**src/rtl/irq_pkg.sv**
```systemverilog
// Shared constants and FSM state type for the interrupt request controller.
package irq_pkg;

  localparam int unsigned IRQ_N   = 8;
  localparam int unsigned IRQ_IDW = 3;

  typedef enum logic {
    IRQ_IDLE   = 1'b0,
    IRQ_ACTIVE = 1'b1
  } irq_state_t;

endpackage

```
**src/rtl/irq_pri_enc8.sv**
```systemverilog
// Combinational 8-to-3 highest-index priority encoder with an any-set flag.
module irq_pri_enc8
  import irq_pkg::*;
(
  input  logic [IRQ_N-1:0]   req,
  output logic [IRQ_IDW-1:0] id,
  output logic               any
);

  // Ascending scan: the last set bit seen is the highest index, which wins.
  always_comb begin
    id  = '0;
    any = 1'b0;
    for (int unsigned i = 0; i < IRQ_N; i++) begin
      if (req[i]) begin
        id  = IRQ_IDW'(i);
        any = 1'b1;
      end
    end
  end

endmodule

```
**src/rtl/irq_controller.sv**
```systemverilog
// Eight-input interrupt controller: pending capture, software mask, and a
// valid/ack handshake that holds the presented ID stable until acknowledged.
module irq_controller
  import irq_pkg::*;
#(
  parameter bit EDGE = 1'b1
) (
  input  logic               clk,
  input  logic               rst_n,
  input  logic [IRQ_N-1:0]   irq_in,
  input  logic               mask_wr,
  input  logic [IRQ_N-1:0]   mask_in,
  input  logic               irq_ack,
  output logic               irq_valid,
  output logic [IRQ_IDW-1:0] irq_id,
  output logic [IRQ_N-1:0]   pending,
  output logic [IRQ_N-1:0]   mask
);

  irq_state_t         state;
  irq_state_t         state_nxt;
  logic [IRQ_N-1:0]   irq_q;
  logic [IRQ_N-1:0]   req;
  logic [IRQ_N-1:0]   set_vec;
  logic [IRQ_N-1:0]   clr_vec;
  logic [IRQ_IDW-1:0] enc_id;
  logic               enc_any;
  logic               load_id;
  logic               ack_fire;

  assign req = pending & ~mask;

  irq_pri_enc8 u_enc (
    .req (req),
    .id  (enc_id),
    .any (enc_any)
  );

  // Capture vector: rising edges or levels, depending on EDGE.
  always_comb begin
    set_vec = EDGE ? (irq_in & ~irq_q) : irq_in;
  end

  // Clear vector: one-hot of the presented ID on an accepted ack.
  always_comb begin
    clr_vec = '0;
    if (ack_fire) clr_vec[irq_id] = 1'b1;
  end

  // Next-state and ID-load decode for the handshake FSM.
  always_comb begin
    state_nxt = state;
    load_id   = 1'b0;
    ack_fire  = 1'b0;
    case (state)
      IRQ_IDLE: begin
        if (enc_any) begin
          state_nxt = IRQ_ACTIVE;
          load_id   = 1'b1;
        end
      end
      IRQ_ACTIVE: begin
        if (irq_ack) begin
          state_nxt = IRQ_IDLE;
          ack_fire  = 1'b1;
        end
      end
      default: state_nxt = IRQ_IDLE;
    endcase
  end

  // State, ID, pending, mask and input history registers.
  always_ff @(posedge clk or negedge rst_n) begin
    if (!rst_n) begin
      state   <= IRQ_IDLE;
      irq_id  <= '0;
      pending <= '0;
      mask    <= '0;
      irq_q   <= '0;
    end else begin
      state   <= state_nxt;
      irq_q   <= irq_in;
      // Set is OR-ed after the clear so a same-cycle re-request survives the ack.
      pending <= (pending & ~clr_vec) | set_vec;
      if (load_id) irq_id <= enc_id;
      if (mask_wr) mask   <= mask_in;
    end
  end

  assign irq_valid = (state == IRQ_ACTIVE);

endmodule

```
**config.mk**
```make
export PLATFORM = sky130hd
export DESIGN_NAME = irq_controller
export DESIGN_NICKNAME = d
export VERILOG_FILES = /design/src/rtl/irq_pkg.sv /design/src/rtl/irq_pri_enc8.sv /design/src/rtl/irq_controller.sv
export SDC_FILE = /design/constraint.sdc
export NUM_CORES = 1
export LEC_CHECK = 0
export BUFFER_PORTS_ARGS = -buffer_cell sky130_fd_sc_hd__clkbuf_2
export CAP_MARGIN = 30
export CORE_MARGIN = 4
export CORE_UTILIZATION = 43
export DETAILED_ROUTE_END_ITERATION = 8
export GPL_ROUTABILITY_DRIVEN = 1
export PLACE_DENSITY = 0.73
export SLEW_MARGIN = 0
export SYNTH_ARGS = -nofsm -noshare
export SYNTH_HDL_FRONTEND = slang
export SYNTH_SLANG_ARGS = --single-unit
export TNS_END_PERCENT = 50
```
**constraint.sdc**
```tcl
create_clock -name clk -period 1.4 [get_ports clk]
set_clock_uncertainty 0.05 [all_clocks]
set_input_delay 0.14 -clock clk [delete_from_list [all_inputs] [get_ports clk]]
set_output_delay 0.14 -clock clk [all_outputs]
set_load 0.1 [all_outputs]
```
==> results by stage, run 1 <==
Run status:
- The run finished, with violations left.
- The checks that failed: setup timing.

Worst setup path:
- The data required time of the critical path is 1.58 ns.
- The startpoint type of the worst setup path is a register.
- The data arrival time of the critical path is ~1.8 ns.
- The maximum fanout count along the critical path is 3.
- The startpoint-to-endpoint class of the critical path is reg2reg.
- The category of the worst setup path capture point is a register.

Timing:
- Derived from the worst setup path, the maximum achievable clock frequency is 0.630 GHz.
- The final period demand of the worst path is 1.59 ns.
- Headroom to the max-slew limit came out at between 70 and 80%.
- For the pin with the worst max-slew slack, the measured transition is 0.348 ns.
- The setup TNS is -0.523 ns.
- The slack of the critical path is -0.187 ns.
- The final number of setup-violating endpoints is 3.
- The number of hold violations in the final report came to 0.
- The post-route clock period utilization is 113%.
- Setup repair after global routing could not meet its margin everywhere.
- The final count of pins violating max slew was 0.

Final layout:
- The fraction of final layout cells with drive strength greater than 1 is 55.6%.
- From synthesis to final layout, the design area changed by 70.8%.
- The library cell used most frequently in the layout, excluding fill and tap cells, is sky130_fd_sc_hd__buf_4.
- The number of antenna diodes is 0.
- After routing the design area is 1940 um2.
- Leaving out fill and tap cells, the most frequent cells in the layout are sky130_fd_sc_hd__buf_4 (27), sky130_fd_sc_hd__clkbuf_2 (19), sky130_fd_sc_hd__o21ai_0 (17), sky130_fd_sc_hd__dlygate4sd3_1 (17).
- The total number of nets in the final design is 192.
- The layout filler cell count is 155.
- The final cell count without fillers is 201.

Yosys:
- The area share of the largest cell type after synthesis is between 60% and 70%.
- In the post-synthesis netlist, the biggest area contributors are sky130_fd_sc_hd__dfrtp_1 (62%), sky130_fd_sc_hd__o21ai_0 (7.5%), sky130_fd_sc_hd__mux2_2 (6.9%), sky130_fd_sc_hd__inv_1 (3.3%), sky130_fd_sc_hd__nor2b_1 (3.3%).
- The cell area after technology mapping is 1140 um2.
- The sequential element share of the synthesized area is between 60 and 70%.
- Dividing the synthesized area by the synthesized cell count gives 12.4 um2.
- The synthesis warning total is 0.
- The net count of the mapped netlist is 112.
- The count of mapped cells out of synthesis is 92.
- The synthesized flop and latch total is 28.
- The library cell with the largest summed area after synthesis is sky130_fd_sc_hd__dfrtp_1.
- After synthesis, the netlist uses 19 different library cells.

Hold path:
- In this run the worst hold path is classified as in2reg.

Clock tree:
- The later-pin clock latency in the skew report is 0.33 ns.
- In this run the number of H-tree levels came out at 1.
- Clock tree synthesis found a total of 28 sinks.
- The TritonCTS clock tree is yes.
- The maximum count of clock buffers along a single path is 2.
- The TritonCTS buffer count is 3.
- The root buffer cell chosen for the clock tree is sky130_fd_sc_hd__clkbuf_4.
- The clock-pin slew of the registers on the worst-case setup and hold paths is around 0.15 ns.

Floorplanning:
- The floorplan step defined a core boundary enclosing around 2500 um2.
- The initial utilization of the core area, before any placement, comes to 45.5%.
- The count of standard-cell rows is 18.
- The die boundary width is 59.4 um.
- The full die area is 3530 um2.
- The y dimension of the die is 59.4 um.
- 40 I/O pins were placed.

GRT:
- The via count of the first global-routing pass is between 1000 and 1500.
- The largest net degree at the start of global routing is 29.
- The number of antenna violations at the first check in global routing is 0.
- Global routing consumed, over all layers together, around 18% of the routing resources.
- The total global routing overflow is 0.
- The first-pass GRT wire length is 4.72 mm.

Route:
- The via total after detailed routing is 966.
- The number of detailed-route iterations in the first pass is 4.
- The violation count after the first detailed-routing iteration is 17.
- The total length of routed wires is 2.79 mm.
- The remaining antenna violation count is 0.
- After detailed routing, the number of remaining DRC violations is 0.
- The mean routed wirelength per cell is 13.9 um.
- The via-per-instance ratio is 4.81.

Placed design:
- The area of placed instances is 1680 um2.
- Routability-driven placement finished with a final weighted congestion of between 0.7 and 0.8.
- Summed over all nets, the half-perimeter wirelength after detailed placement is between 2 and 2.5 mm.
- The setup slack after placement is -0.169 ns.
- The cell total after placement is 180.
- During placement, the flow inserted port buffers numbering 39.

Run:
- Across the run, the number of max-cap violations was 0.

Power:
- The worst vdd rail ir drop is 2.23 mV.
- The total leakage power is 0.889 nW.
- The design draws 4.03 mW.
- Power spread over the standard cell area amounts to 2080 nW/um2.
[cell type report]
cell class              count  area (um2)  share of cell area [%]
inverters                  10        37.5                    1.93
flip-flops and latches     28         749                    38.6
multi-input cells          53         413                    21.2
clock inverters             1        30.0                    1.55
well taps                  30        37.5                    1.93
repair buffers             76         653                    33.6
clock buffers               3        22.5                    1.16
[synth_stat cells, drive strengths merged]
| cell type | count |
|---|---|
| nand2 | 2 |
| nor2b | 7 |
| clkbuf | 1 |
| nand3 | 1 |
| nor4 | 1 |
| o31ai | 4 |
| a2111oi | 1 |
| o21ai | 17 |
| a21o | 1 |
| a21oi | 3 |
| nand3b | 1 |
| nand2b | 4 |
| mux2 | 9 |
| nor2 | 2 |
| dfrtp | 28 |
| inv | 10 |
[critical path, cell delays in order, from the launching register on]
cell	delay, ns
sky130_fd_sc_hd__dfrtp_4	0.50
sky130_fd_sc_hd__nor2b_4	0.14
sky130_fd_sc_hd__a2111oi_4	0.35
sky130_fd_sc_hd__a21oi_2	0.14
sky130_fd_sc_hd__mux2_4	0.32
[worst paths after layout]
check | slack [ns] | start | endpoint | cells past startpoint
hold reg to reg | 0.38 | irq_q[6] | pending[6] | 1
hold / removal | 0.03 | irq_ack | irq_valid | 3
setup reg to reg | -0.19 | pending[1] | irq_id[1] | 4
setup / recovery | -0.19 | pending[1] | irq_id[1] | 4
max in group asynchronous | 0.75 | rst_n | mask[1] | 3
min in group asynchronous | 0.27 | rst_n | irq_q[3] | 3
[cell families after synthesis]
family / after synthesis / share of synthesized area, %
flip-flops: 28 / 61.6
AO/OA/AOI/OAI: 26 / 14.9
AND/OR/NAND/NOR: 18 / 11.0
buffers and inverters: 11 / 3.63
multiplexers: 9 / 8.91
[layer usage]
metal	global-route usage, %	wire length (um)
met2	31.8	1490
met5	0	0
met1	20.7	1130
met4	2.91	14
met3	5.01	150
[state kept, by name, indices dropped and copies added, names as in the netlist]
name,cells
irq_id,3
irq_q,8
irq_valid,1
mask,8
pending,8
[power by group]
group | total, mW | switching [mW] | internal (mW)
sequential | 1.21 | 0.189 | 1.02
clock | 0.529 | 0.239 | 0.290
combinational | 2.30 | 1.50 | 0.797
[timing repair]
action	in CTS	in global routing
pin swaps	3	1
resized for setup	4	8
gates cloned	0	0
setup buffers	0	0
hold endpoints to repair	48	2
hold buffers	15	2
endpoints found under the setup margin	5	12
[metrics by stage]
step / hold slack [ns] / utilization [%]
2_1_floorplan: -0.206 / -
3_3_place_gp: 0.106 / 67.0
3_5_place_dp: 0.108 / 67.0
4_1_cts: 0.00350 / 75.7
5_1_grt: 0.0236 / 77.7
6_report: 0.0324 / 77.7
(Power assumes the default switching activity.)
==> run 2: changes to the inputs <==
--- a/config.mk
+++ b/config.mk
@@ -9,6 +9,7 @@
 export CAP_MARGIN = 30
 export CORE_MARGIN = 4
 export CORE_UTILIZATION = 43
+export CTS_BUF_LIST = sky130_fd_sc_hd__clkbuf_16
 export DETAILED_ROUTE_END_ITERATION = 8
 export GPL_ROUTABILITY_DRIVEN = 1
 export PLACE_DENSITY = 0.73
==> run 2 against run 1 <==
Compared with the run above: the run still ends with setup timing left; non-clock buffer count shrank 8; register-to-register slack is essentially flat; setup slack better by 0.015 ns; critical path depth unchanged; critical endpoint unchanged; largest cell class unchanged.
==> results by stage, run 2 (synthesis results as in run 1) <==
Timing:
- The number of hold violations in the final report was 0.
- The final count of pins violating max slew is 0.
- Setup repair after global routing could not meet its margin everywhere.
- In the post-route analysis, the smallest setup slack over all paths is -0.172 ns.
- Summed over all failing endpoints, the final setup total negative slack is -0.492 ns.
- The actual transition at the worst max-transition pin is 0.349 ns.
- Setup violations remaining at the end of the flow were counted as 3.
- The final period demand of the worst path is 1.57 ns.
- The worst path uses 112% of the clock period.
- The minimum hold slack is between 0.04 and 0.05 ns.
- Headroom to the max-slew limit came out at 76.7%.
- The maximum operating frequency is 0.636 GHz.

Final layout:
- 0 antenna diodes ended up in the layout.
- The top cell types in the final layout, fill and taps aside, are sky130_fd_sc_hd__buf_4 (36), sky130_fd_sc_hd__clkbuf_2 (19), sky130_fd_sc_hd__o21ai_0 (17), sky130_fd_sc_hd__dfrtp_1 (11), sky130_fd_sc_hd__dfrtp_4 (11).
- For this run, the post-layout net count is 184.
- The finished layout holds between 150 and 200 standard cells, fillers aside.
- The most common cell after layout, fill and taps aside is sky130_fd_sc_hd__buf_4.
- In the final layout, the registers with the most flip-flops are irq_q (8), mask (8), pending (8).
- The post-route netlist has 58.9% of its cells at a drive strength greater than 1.
- From synthesis to final layout, the design area changed by 65.3%.

Worst setup path:
- In this run the critical register-to-register path is captured at irq_id[1].
- By startpoint and endpoint, the worst setup path is classified as reg2reg.
- Data on the critical path arrives at its endpoint at 1.67 ns.
- STA puts the critical path data required time at 1.50 ns.
- The startpoint type of the worst setup path is a register.
- The category of the worst setup path capture point is a register.
- The source of the worst register-to-register timing path is pending[6].
- The setup slack of the most critical reg-to-reg path is -0.17 ns.
- In this run the worst path has a maximum fanout of 3.
- The worst reg2reg path depth is 4.

Clock tree:
- The clock reaches the later pin of the worst-skew pair after 0.26 ns.
- The count of H-tree levels built during CTS is 1.
- The TritonCTS clock tree is yes.
- The cell chosen for the clock root is sky130_fd_sc_hd__clkbuf_16.
- The maximum count of clock buffers along a single path is 2.
- The clock-pin slew of the registers on the worst-case setup and hold paths is approximately 0.070 ns.
- The total clock sinks is 28.
- Counting the buffers created by CTS gives 3.

Power:
- The clock share of power is 19.7%.
- The internal cell power is 2.32 mW.
- Per report_power, the combinational group accounts for 51.9% of the total.
- Of the total power, registers draw between 20% and 30%.
- The net switching component of the power is 1.96 mW.
- Dividing total power by cell area gives a power density of approximately 2300 nW/um2.
- IR analysis of the VDD net gives a maximum drop of roughly 2.0 mV.
- Summed over all cells, the static leakage comes to 0.865 nW.
- In this run switching power makes up between 40% and 50% of total power.

Floorplanning:
- After floorplanning, the core was divided into 18 placement rows.
- The die boundary width is 59.4 um.
- The die is 59.4 um tall.
- The initial utilization of the core area, before any placement, comes to 45.5%.
- The die covers 3530 um2.
- The core outline area is 2500 um2.
- The count of boundary I/O pins is 40.

Route:
- Once detail routing completed, the nets flagged for antenna violations numbered 0.
- The count of unresolved DRC violations after routing is 0.
- The routed design has 2.80 mm of wire.
- The via-per-instance ratio is 4.97.
- The via total after detailed routing is ~960.
- The mean routed wirelength per cell is 14.5 um.
- The violation count after the first detailed-routing iteration is 22.
- The number of detailed-route iterations in the first pass is 4.

Placed design:
- The count of buffers added on input and output ports is 39.
- At the end of routability-driven placement, the weighted congestion stood at 0.771.
- The cell total after placement is between 150 and 200.
- The post-detailed-placement half-perimeter wirelength is 2.04 mm.
- Timing analysis after detailed placement gives a worst setup slack of -0.169 ns.

Hold path:
- The startpoint of the lowest-slack hold path is mask_in[0].
- The path class of the lowest-slack min-delay path is in2reg.
- The endpoint of the worst hold-timing path is mask[0].
- The cell depth of the worst hold path is 3.

GRT:
- The first global-routing pass estimated ~4.7 mm of wire.
- The via count of the first global-routing pass is ~1100.
- The largest net degree at the start of global routing is 29.
- The number of antenna violations at the first check in global routing was 0.
- For this run, the total global-route usage over all layers was measured as between 10% and 20%.
- After global routing the overflow that remains totals 0.

Run status:
- The final reports fail on setup timing.
- The flow ran to the end, but the final reports show violations.

Run:
- The tool flagged a number of max-cap violations equal to 0.
-- run 2: timing repair --
item | in CTS | in global routing
endpoints found under the hold margin | 36 | 0
pin swaps | 2 | 3
gates cloned | 0 | 0
buffers inserted | 0 | 0
endpoints found under the setup margin | 3 | 3
resized for setup | 0 | 3
hold buffers | 9 | 0
-- run 2: metal layers --
layer	global-route usage (%)	share of wire [%]	routed length, um	up-vias
li1	-	-	-	456
met1	21.2	40	1130	462
met2	30.9	53	1470	35
met3	6.10	6.3	176	6
met4	3.24	0.71	20	0
met5	0	0	0	-
-- run 2: how the worst max path moves through the flow --
stage	endpoint	depth (start not counted)	start
floorplan	irq_id[1]	4	pending[5]
global placement	irq_id[0]	4	pending[1]
detailed placement	irq_id[1]	4	pending[6]
CTS	irq_id[1]	4	pending[1]
global route	irq_id[0]	4	pending[1]
finish	irq_id[1]	4	pending[6]
-- run 2: area by class of cell --
type                            count  area (um2)
Sequential cell                    28         749
Clock buffer                        3        75.1
Tap cell                           30        37.5
Inverter                           10        37.5
Multi-Input combinational cell     53         415
Timing Repair Buffer               68         536
Fill cell                         171         619
Clock inverter                      1        30.0
-- run 2: power groups by stage --
stage | logic (mW) | registers, mW | clock network [mW]
3_5_place_dp | 2.16 | 1.22 | 0
4_1_cts | 2.19 | 1.21 | 0.861
3_3_place_gp | 2.14 | 1.21 | 0
6_report | 2.22 | 1.22 | 0.845
5_1_grt | 2.33 | 1.24 | 0.897
2_1_floorplan | 0.365 | 2.27 | 0
-- run 2: critical path, cell delays in order (launching register included) --
cell                      delay [ns]
sky130_fd_sc_hd__dfrtp_4        0.47
sky130_fd_sc_hd__nor2b_2        0.18
sky130_fd_sc_hd__nor4_4         0.31
sky130_fd_sc_hd__a21oi_2        0.14
sky130_fd_sc_hd__mux2_4         0.31
-- run 2: stage by stage --
stage | instance area [um2] | util [%] | total power, mW
4_1_cts | 1870 | 74.8 | 4.26
3_5_place_dp | 1680 | 67.0 | 3.38
6_report | 1880 | 75.2 | 4.28
5_1_grt | 1880 | 75.2 | 4.47
2_1_floorplan | 1200 | - | 2.63
3_3_place_gp | 1680 | 67.0 | 3.35
==> run 3: changes to the inputs <==
--- a/config.mk
+++ b/config.mk
@@ -12,6 +12,7 @@
 export CTS_BUF_LIST = sky130_fd_sc_hd__clkbuf_16
 export DETAILED_ROUTE_END_ITERATION = 8
 export GPL_ROUTABILITY_DRIVEN = 1
+export MAX_ROUTING_LAYER = met4
 export PLACE_DENSITY = 0.73
 export SLEW_MARGIN = 0
 export SYNTH_ARGS = -nofsm -noshare
==> run 3 against run 2 <==
Compared with the run above: the flow still finishes with violations (setup timing); sequential share of layout area did not move; register-to-register slack hardly changed; critical path depth unchanged; cell count stayed put; first-iteration DRC count stayed put; sequential power about the same; largest cell class unchanged.
==> results by stage, run 3 (synthesis results as in run 1) <==
Hold path:
- The path class of the lowest-slack min-delay path is in2reg.

Floorplanning:
- Once the floorplan was initialized, standard cells occupied 45.5% of the core.
- After floorplanning, the core was sized to cover 2500 um2.
- The die boundary width is 59.4 um.
- The initialized floorplan defines 18 standard-cell rows.
- The die covers 3530 um2.
- The count of boundary I/O pins is 40.
- In this run the vertical extent of the chip is ~59 um.

GRT:
- The via count of the first global-routing pass is ~1100.
- Global routing used 18.3% of the available tracks across all layers.
- For met2 alone, demand over resource in global routing was 30.9%.
- In the global route stage, met3 resource usage came out at 5.88%.
- The number of antenna violations at the first check in global routing is 0.
- The most used routing layer in global routing is met2.
- The met1 layer usage reported by global route is 21.4%.
- Entering global routing, the biggest net connects 29 pins.
- The first global-routing pass estimated 4.72 mm of wire.
- The total overflow left after global routing is 0.

Power:
- The worst vdd rail ir drop is 2.04 mV.
- The power per cell area is 2270 nW/um2.
- The total leakage power is about 0.87 nW.

Final layout:
- Fill cells in the final layout number 171.
- The total non-filler cell area in the finished layout is 1880 um2.
- From synthesis to final layout, the design area changed by 65.3%.
- Once layout is complete, the utilization of the core stands at 75.2%.
- The number of antenna diodes is 0.
- Leaving out fill and tap cells, the most frequent cells in the layout are sky130_fd_sc_hd__buf_4 (36), sky130_fd_sc_hd__clkbuf_2 (19), sky130_fd_sc_hd__o21ai_0 (17), sky130_fd_sc_hd__dfrtp_1 (11), sky130_fd_sc_hd__dfrtp_4 (11).
- At the end of the flow, the number of nets in the layout was 184.
- Excluding fillers, the count of instances in the completed layout stands at just under 200.
- In the final layout, the registers with the most flip-flops are irq_q (8), mask (8), pending (8).
- Leaving out fill and tap cells, the most frequent cell in the layout is sky130_fd_sc_hd__buf_4.
- The fraction of final layout cells with drive strength greater than 1 is 58.9%.

Worst setup path:
- STA classifies the critical path endpoint as a register.
- At the worst endpoint, the required time is 1.50 ns.
- Along the worst path, the maximum fanout reaches 3.
- The worst setup path is launched from a register.
- The critical path is of the reg2reg type.
- STA puts the critical path data arrival time at 1.67 ns.

Timing:
- For the finished layout, the period the worst path requires is 1.57 ns.
- The final count of pins violating max slew is 0.
- The maximum operating frequency is 0.636 GHz.
- Of the available clock period, the critical path in the final layout requires 112%.
- Setup repair after global routing could not meet its margin everywhere.
- The slack of the critical path is -0.172 ns.
- The actual transition at the worst max-transition pin is 0.349 ns.
- The final number of setup-violating endpoints is 3.
- The setup TNS is -0.488 ns.
- The number of hold violations in the final report is 0.
- The headroom to the max-slew limit is 76.7%.

Clock tree:
- TritonCTS built the clock tree.
- The total clock sinks is 28.
- The cell chosen for the clock root is sky130_fd_sc_hd__clkbuf_16.
- In this run the post-CTS setup repair buffer count came out at 0.
- The clock-pin slew of the registers on the worst-case setup and hold paths is 0.07 ns.
- The TritonCTS buffer count is 3.
- The count of H-tree levels built during CTS is 1.
- For the worst-skew pair, the clock arrives at the later sink with an insertion delay of around 0.26 ns.
- The maximum count of clock buffers along a single path is 2.

Route:
- Wires add up to 2.79 mm.
- The mean routed wirelength per cell is approximately 14 um.
- The remaining antenna violation count is 0.
- The via-per-instance ratio is 4.92.
- The first routing iteration left 22 violations.
- The count of unresolved DRC violations after routing is 0.
- The via total after detailed routing is 950.
- The number of detailed-route iterations in the first pass is 4.

Placed design:
- The routability congestion estimate from global placement is approximately 0.78.
- In this run, placement finished with an instance count of 180.
- During placement, the flow inserted port buffers numbering 39.
- The post-detailed-placement half-perimeter wirelength is roughly 2.0 mm.
- The area of placed instances is 1680 um2.
- At the placement stage, the worst setup path has a slack of -0.169 ns.

Run status:
- The checks that failed: setup timing.
- The run finished, with violations left.

Run:
- The tool flagged a number of max-cap violations equal to 0.
run 3: final timing paths:
kind	startpoint	to	slack (ns)	cells after the start
max	pending[6]	irq_id[1]	-0.17	4
min	mask_in[0]	mask[0]	0.05	3
max reg2reg	pending[6]	irq_id[1]	-0.17	4
min reg2reg	irq_q[6]	pending[6]	0.37	1
max in group asynchronous	rst_n	mask[1]	0.65	3
min in group asynchronous	rst_n	irq_q[1]	0.36	3
run 3: critical path: stages (launching register included):
cell and delay (ns):
sky130_fd_sc_hd__dfrtp_4 0.47, sky130_fd_sc_hd__nor2b_2 0.18, sky130_fd_sc_hd__nor4_4 0.31, sky130_fd_sc_hd__a21oi_2 0.14
sky130_fd_sc_hd__mux2_4 0.31
run 3: area by class of cell:
| type | instances | area [um2] | area share [%] |
|---|---|---|---|
| inverter | 10 | 37.5 | 2.00 |
| clock buffer | 3 | 75.1 | 3.99 |
| timing repair buffer | 68 | 536 | 28.5 |
| sequential | 28 | 749 | 39.9 |
| multi-input combinational | 53 | 415 | 22.1 |
| tap | 30 | 37.5 | 2.00 |
| clock inverter | 1 | 30.0 | 1.60 |
run 3: timing repair:
action / 4_1_cts / 5_1_grt
resized for setup: 0 / 3
hold buffers: 9 / 0
endpoints found under the hold margin: 36 / 0
setup endpoints to repair: 3 / 3
pin swaps: 2 / 3
run 3: power by group:
| group | internal [mW] | switching, mW | total (mW) |
|---|---|---|---|
| logic | 0.733 | 1.49 | 2.22 |
| clock network | 0.569 | 0.270 | 0.840 |
| registers | 1.02 | 0.195 | 1.22 |
run 3: layer usage:
layer	wire, um	part of all wire, %	vias to the layer above
met4	19	0.68	0
met2	1490	53	33
met5	0	0	-
li1	-	-	456
met3	178	6.4	4
met1	1100	40	457
run 3: stage by stage:
| step | power (mW) | hold slack [ns] |
|---|---|---|
| 2_1_floorplan | 2.63 | -0.206 |
| 3_3_place_gp | 3.35 | 0.106 |
| 3_5_place_dp | 3.38 | 0.108 |
| 4_1_cts | 4.26 | 0.0501 |
| 5_1_grt | 4.46 | 0.0605 |
| 6_report | 4.28 | 0.0506 |
